[config.mk]
export PLATFORM = sky130hd
export DESIGN_NAME = teclado_notas
export DESIGN_NICKNAME = d
export VERILOG_FILES = /design/src/rtl/teclado_notas.sv
export SDC_FILE = /design/constraint.sdc
export NUM_CORES = 1
export LEC_CHECK = 0
export CAP_MARGIN = 30
export CORE_MARGIN = 2
export CORE_UTILIZATION = 30
export CTS_CLUSTER_DIAMETER = 50
export CTS_CLUSTER_SIZE = 40
export DETAILED_ROUTE_END_ITERATION = 16
export GPL_ROUTABILITY_DRIVEN = 0
export HOLD_SLACK_MARGIN = 0.08
export PLACE_DENSITY = 0.54
export SYNTH_ARGS = -nofsm -noshare
export SYNTH_HDL_FRONTEND = slang
export SYNTH_SLANG_ARGS = --single-unit
export TNS_END_PERCENT = 30
[constraint.sdc]
create_clock -name CLOCK_50 -period 3.43 [get_ports CLOCK_50]
set_clock_uncertainty 0.2 [all_clocks]
set_input_delay 0.686 -clock CLOCK_50 [delete_from_list [all_inputs] [get_ports CLOCK_50]]
set_output_delay 0.686 -clock CLOCK_50 [all_outputs]
set_load 0.05 [all_outputs]
[src/rtl/teclado_notas.sv]
// teclado_notas: debounced 12-key note selector with octave control driving the codec divisor, step and table length.
module teclado_notas #(
  parameter int         DEBOUNCE_CYCLES = 1_000_000,
  parameter int         RELEASE_CYCLES  = 2_500_000,
  parameter logic [8:0] TABLE_LEN       = 9'd256
) (
  input  logic        CLOCK_50,
  input  logic        RESET,
  input  logic [11:0] TECLAS,
  input  logic        OITAVA_MAIS,
  input  logic        OITAVA_MENOS,
  output logic [16:0] TAXA_AMOSTRAGEM,
  output logic [4:0]  INCREMENTO_AUDIO,
  output logic [8:0]  LARGURA_ENDERECOS_AUDIO,
  output logic        NOTA_ATIVA,
  output logic [3:0]  NOTA_IDX,
  output logic [2:0]  OITAVA
);
  localparam int CW = $clog2(DEBOUNCE_CYCLES + 1);
  localparam int RW = $clog2(RELEASE_CYCLES + 1);
  localparam logic [16:0] ROM [12] = '{17'd70451, 17'd66498, 17'd62766, 17'd59242, 17'd55917, 17'd52779,
                                       17'd49818, 17'd47020, 17'd44382, 17'd41891, 17'd39540, 17'd37321};
  typedef enum logic [1:0] {IDLE, PLAY, REL} state_t;

  logic [13:0]   raw, s1_q, s2_q, db_q;
  logic [CW-1:0] cnt_q [14];
  logic [1:0]    oct_prev_q;
  logic [2:0]    oit_q, oit_d;
  logic [4:0]    inc_q;
  logic          up, dn, any_key, ativa_q, ativa_d;
  logic [3:0]    prio_idx, idx_q, idx_d;
  logic [RW-1:0] rel_q, rel_d;
  logic [16:0]   taxa_q, taxa_d;
  state_t        state_q, state_d;

  assign raw = {OITAVA_MENOS, OITAVA_MAIS, TECLAS};

  // The flip fires on the DEBOUNCE_CYCLES-th consecutive mismatching cycle.
  always_ff @(posedge CLOCK_50) begin
    if (RESET) begin
      s1_q <= '0;
      s2_q <= '0;
      db_q <= '0;
      for (int i = 0; i < 14; i++) cnt_q[i] <= '0;
    end else begin
      s1_q <= raw;
      s2_q <= s1_q;
      for (int i = 0; i < 14; i++) begin
        if (s2_q[i] == db_q[i]) cnt_q[i] <= '0;
        else if (cnt_q[i] == CW'(DEBOUNCE_CYCLES - 1)) begin
          cnt_q[i] <= '0;
          db_q[i]  <= s2_q[i];
        end else cnt_q[i] <= cnt_q[i] + CW'(1);
      end
    end
  end

  assign up = db_q[12] & ~oct_prev_q[0];
  assign dn = db_q[13] & ~oct_prev_q[1];

  always_comb oit_d = (up && !dn && oit_q != 3'd4) ? oit_q + 3'd1 :
                      (dn && !up && oit_q != 3'd0) ? oit_q - 3'd1 : oit_q;

  always_comb begin
    prio_idx = 4'd0;
    for (int i = 11; i >= 0; i--) if (db_q[i]) prio_idx = 4'(i);
  end

  assign any_key = |db_q[11:0];

  always_ff @(posedge CLOCK_50) begin
    if (RESET) begin
      state_q    <= IDLE;
      idx_q      <= '0;
      rel_q      <= '0;
      taxa_q     <= '0;
      ativa_q    <= 1'b0;
      oit_q      <= '0;
      inc_q      <= 5'd1;
      oct_prev_q <= '0;
    end else begin
      state_q    <= state_d;
      idx_q      <= idx_d;
      rel_q      <= rel_d;
      taxa_q     <= taxa_d;
      ativa_q    <= ativa_d;
      oit_q      <= oit_d;
      inc_q      <= 5'd1 << oit_d;
      oct_prev_q <= db_q[13:12];
    end
  end

  always_comb begin
    state_d = state_q;
    idx_d   = idx_q;
    rel_d   = rel_q;
    if (any_key) begin
      state_d = PLAY;
      idx_d   = prio_idx;
    end else if (state_q == PLAY) begin
      state_d = REL;
      rel_d   = RW'(RELEASE_CYCLES);
    end else if (state_q == REL) begin
      rel_d   = rel_q - RW'(1);
      state_d = (rel_q == RW'(1)) ? IDLE : REL;
    end
  end

  always_comb begin
    taxa_d  = (state_d == IDLE) ? 17'd0 : ROM[idx_d];
    ativa_d = state_d != IDLE;
  end

  assign TAXA_AMOSTRAGEM         = taxa_q;
  assign INCREMENTO_AUDIO        = inc_q;
  assign LARGURA_ENDERECOS_AUDIO = TABLE_LEN;
  assign NOTA_ATIVA              = ativa_q;
  assign NOTA_IDX                = idx_q;
  assign OITAVA                  = oit_q;
endmodule

# After elaboration in Yosys (flattened, before gate mapping)

Memory sizes are Yosys's and may differ from the RTL's. A register that Yosys moved wholly into a read port is not among the register bits.
Cells that the tools add are included.

Bits of input ports: 16
ROM bits: 272
Bits in registers: 81
Memories kept: 2
Memory bits (writable): 280

Add/sub/neg operators: 17
Reduce and logical (&&, ||, !) cells: 27
Eq/ne operators: 32
Shifts and indexed selects: 1
Muxes and demuxes: 219
Bitwise gates (word level): 62

Memory list:

| memory           | words | width | rd ports | clocked after memory_dff | wr ports | line | source |
|---|---|---|---|---|---|---|---|
| cnt_q            | 14    | 20    | 14       | 0                        | 14       | 26   | `logic [CW-1:0] cnt_q [14];` |
| (name not given) | 16    | 17    | 1        | 1                        | 0        | 110  | `taxa_d = (state_d == IDLE) ? 17'd0 : ROM[idx_d];` |

Operators with widths:

| operator                | number |
|---|---|
| $mux W20                | 42 |
| $add A20 B1 Y20 const B | 14 |
| $eq A20 B20 Y1 const B  | 14 |
| $mux W1                 | 156 |
| $mux W4                 | 13 |
| $mux W22                | 2 |
| $or A1 B1 Y1            | 42 |
| $reduce_and A2 Y1       | 15 |
| $eq A22 B1 Y1 const B   | 1 |
| $sub A22 B1 Y22 const B | 1 |
| $not A1 Y1              | 17 |
| $eq A1 B1 Y1            | 14 |
| $reduce_or A12 Y1       | 1 |
| $mux W2                 | 4 |
| $mux W3                 | 2 |
| $not A4 Y5              | 1 |
| $shl A1 B3 Y5 const A   | 1 |
| $logic_and A1 B1 Y1     | 4 |
| $reduce_bool A2 Y1      | 2 |
| $add A3 B1 Y3 const B   | 1 |
| $ne A3 B3 Y1 const B    | 1 |
| $reduce_bool A3 Y1      | 1 |
| $sub A3 B1 Y3 const B   | 1 |
| $and A1 B1 Y1           | 2 |
| other kinds (5)         | 6 |

# Depth between registers and ports, before layout

Word-level depth: 14
Gate-level depth with buffers: 10
Depth with buffers taken out: 9

# Worst setup path after synthesis

OpenSTA, ideal clock, no wires.

Kind: register to register
Start: reg db_q[1]
End: reg taxa_q[12] (netlist: TAXA_AMOSTRAGEM[12])
Arrival: 2.243 ns
Setup slack: 0.826 ns
Cell stages (with the launch flop): 10
Setup time: 0.161 ns
Cell sequence: dfxtp_1 -> clkbuf_1 -> or4_1 -> clkbuf_1 -> nor3_1 -> a32oi_1 -> ha_1 -> a31o_2 -> a21oi_1 -> a211oi_1

Word-level cells in the longest chain between the ends: 4
Elaborated cells on any way between the ends: 8
Those cells by class: mux: 4; bitwise: 1; reduce/logical: 3

RTL lines:

| item                                                            | line    | source |
|---|---|---|
| start: declaration                                              | 25      | `logic [13:0] raw, s1_q, s2_q, db_q;` |
| start signal: indexed assignment                                | 52      | `db_q[i] <= s2_q[i];` |
| $reduce_or A12 Y1 or $mux W4 (tied branches)                    | 69, 66  |  |
| $mux W2 or $mux W4 (tied branches)                              | 97, 66  |  |
| $logic_not A2 Y1 or $mux W4 (tied branches)                     | 110, 97 |  |
| $reduce_or A2 Y1 (no source line) or $not A4 Y5 (tied branches) | --      |  |
| end: declaration                                                | 33      | `logic [16:0] taxa_q, taxa_d;` |

Parallel ways exist; a longest one is shown, timed or not.
A chain may end at the register's enable or synchronous reset.

# Worst setup path in the final report

Start: reg db_q[7]
End: reg taxa_q[12] (netlist: TAXA_AMOSTRAGEM[12])

Word-level cells in the longest chain between the ends: 10
Elaborated cells on any way between the ends: 14
Those cells by class: mux: 10; bitwise: 1; reduce/logical: 3

RTL lines:

| item                             | line | source |
|---|---|---|
| $mux W4 (8 in series)            | 66   | `for (int i = 11; i >= 0; i--) if (db_q[i]) prio_idx = 4'(i);` |
| $mux W4                          | 97   | `if (any_key) begin` |
| $not A4 Y5 (not written as such) | 110  |  |

Parallel ways exist; a longest one is shown, timed or not.

==> run summary <==
commonest non-fill, non-tap cell in the layout: nor2_1
CTS tree: built
Synth Cell Area: 18900 sq um
initial cell density of the core: 30.2%
Yosys reg bits: 378
worst slew pin tran: 992 ps
vias: 13300
critical path type: register to register
Worst Setup Start Kind: register
die area: 65100 sq um
Mapped Cells: 1812
total clock sinks: 378
final hold viol count: 0
Placement Setup Slack: 573 ps
Crit-path slowest cell: or4_1
I/O Buffers: 45
CTS Buffer Depth: 3
fmax: 0.342 GHz
GRT Util Overall: 11.1%
routed len/inst: 11.7 microns
CP Capture Type: register
synth warn: 0
# diodes: 0
total CTS buffers: 44
RSZ-0062 raised after global routing: no
via-per-instance ratio: 4.40
worst-path maximum fanout: 12
Peak VDD IR: 0.318 mV
worst setup margin: 508 ps
first-pass GRT wire length: 60700 microns
antenna-violating nets left: 0
First-pass DRT Iterations: 5
initial antenna violation count: 0
drt total wl: 35300 microns
Crit path arrival time: 3130 ps
Slew HR: 33.3%
max_cap viols: 0
# setup viols final: 0
pwr/cell area: 489 nW/um^2
Seq/Total Area, Yosys: 54.8%
run status: finished clean
nets: 2190
Final min period: 2920 ps
num rows: 92
Setup Buffers After CTS: 0
syn avg cell area: 10.4 sq um
Die Height: 255 microns
Detailed Route Iter0 Violations: 760
Core ar.: 62700 sq um
layout cells sized above 1: 5.10%
commonest non-fill, non-tap cells in the layout: nor2_1, conb_1, edfxtp_1, xor2_1, xnor2_1
final worst-path cycle share: 85.2%
grt ovf: 0
crit-path cells: or4_1, nor3_1, a32oi_1, ha_1, a31o_2, a21oi_1, a211oi_1
CP peak stage delay: 690 ps
post-cts repair resize count: 0
Post-synth EDFFs: 280
Setup TNS: 0 ps
largest net degree at the start of global routing: 49
Clock Pin Slew Worst Setup and Hold Paths: 70 ps
Top FF cell, synth: edfxtp_1
dpl hpwl: 24700 microns
Die W: 255 microns
Synth cell types: 60
IO Count: 55
H-tree depth: 2
clk_lat worst skew: 580 ps
CTS Hold Bufs: 0
vias in the first global route: 12700
Min-Delay Path Class: register to register
Pins Over Slew Limit: 0
drc violations: 0
clock root cell: clkbuf_16
Critical Path RT: 3640 ps
ys async rst share: 0%
Leakage: 0.00807 uW
Synth-to-Final Area Change: 21.2%
[cell usage after synthesis, types with 4 or more instances]
cell      instances  area share, %
nor3_1           45            1.2
nor4b_1          13           0.60
and4_1           28            1.3
nor2_1          377            7.5
nor4_1           48            1.6
inv_1            47           0.93
o21ai_0           6           0.16
nand3_1         115            3.0
or3_1            22           0.73
nand2_1          93            1.8
nor2b_1          34            1.1
xor2_1          153            7.1
ha_1             28            1.9
a211oi_1          7           0.28
a21oi_1          24           0.63
and2_1            5           0.17
dfxtp_1          98             10
mux2i_1          14           0.74
nand2b_1          7           0.23
a31oi_1           4           0.13
nand4_1          73            2.4
buf_4            13           0.52
xnor2_1         129            6.0
clkbuf_1         46           0.91
and3_1           44            1.5
edfxtp_1        280             44
or4_1             7           0.28
[path summary, 6_finish.rpt]
kind         slack, ps  cells past startpoint                  end     start
min reg2reg        230                      1             s2_q[13]  s1_q[13]
max reg2reg        510                      7  TAXA_AMOSTRAGEM[12]   db_q[7]
max                510                      7  TAXA_AMOSTRAGEM[12]   db_q[7]
min                230                      1             s2_q[13]  s1_q[13]
[through the flow]
step / cell area [sq um] / instances / hold WS [ps] / power (uW) / utilization [%]
3_5_place_dp: 21400 / 2946 / 224 / 6290 / 34.0
2_1_floorplan: 20000 / 2099 / 214 / 6070 / -
5_1_grt: 22900 / 3024 / 265 / 11700 / 36.6
3_3_place_gp: 21400 / 2946 / 222 / 6260 / 34.0
4_1_cts: 22900 / 3024 / 239 / 11400 / 36.6
6_report: 22900 / 3024 / 234 / 11200 / 36.6
[area by class of cell]
type,instances,area (sq um)
fill,6316,39800
sequential,378,10400
inverter,47,176
tap,846,1060
clock inverter,29,387
multi-input combinational,1612,9170
clock buffer,49,1190
timing repair buffer,63,583
[flip-flops by register name, indices dropped and copies added (netlist names)]
| signal | flops |
|---|---|
| cnt_q | 280 |
| rel_q | 22 |
| TAXA_AMOSTRAGEM | 17 |
| db_q | 14 |
| s1_q | 14 |
| s2_q | 14 |
| INCREMENTO_AUDIO | 5 |
| NOTA_IDX | 4 |
| OITAVA | 3 |
| oct_prev_q | 2 |
| state_q | 2 |
| NOTA_ATIVA | 1 |
[where the power goes]
group | switching [uW] | total, uW | leakage (uW) | internal [uW]
registers | 218 | 5350 | 0.00369 | 5130
logic | 495 | 849 | 0.00361 | 353
clock network | 2110 | 5030 | 0.000773 | 2920
total | 2820 | 11200 | 0.00807 | 8400
[routing by layer]
layer | track usage [%] | part of all wire (%) | vias up
li1 | - | - | 6821
met1 | 14.5 | 48 | 6244
met2 | 18.1 | 45 | 171
met3 | 2.28 | 4.3 | 67
met4 | 4.23 | 2.8 | 0
met5 | 0 | 0 | -
[worst max-delay path: cells and delay by family, from the launching register on]
family                     cells  cell delay, ps
AOI/OAI and AO/OA              4             750
adders and majority gates      1             440
DFF                            1             370
and+or+nand+nor                2            1000
[cell families (layout without fill, tap and decap cells)]
family          after synthesis  count (layout)  share of synthesized area, %
buf+inv                     109             188                          2.43
other cells                   2             289                        0.0397
xor+xnor                    282             282                          13.1
simple gates                935             935                          24.8
mux                          15              15                         0.800
flops                       378             378                          54.8
compound gates               63              63                          2.22
fa+ha+maj                    28              28                          1.85
Note: power is estimated with default switching activity, not from simulation.
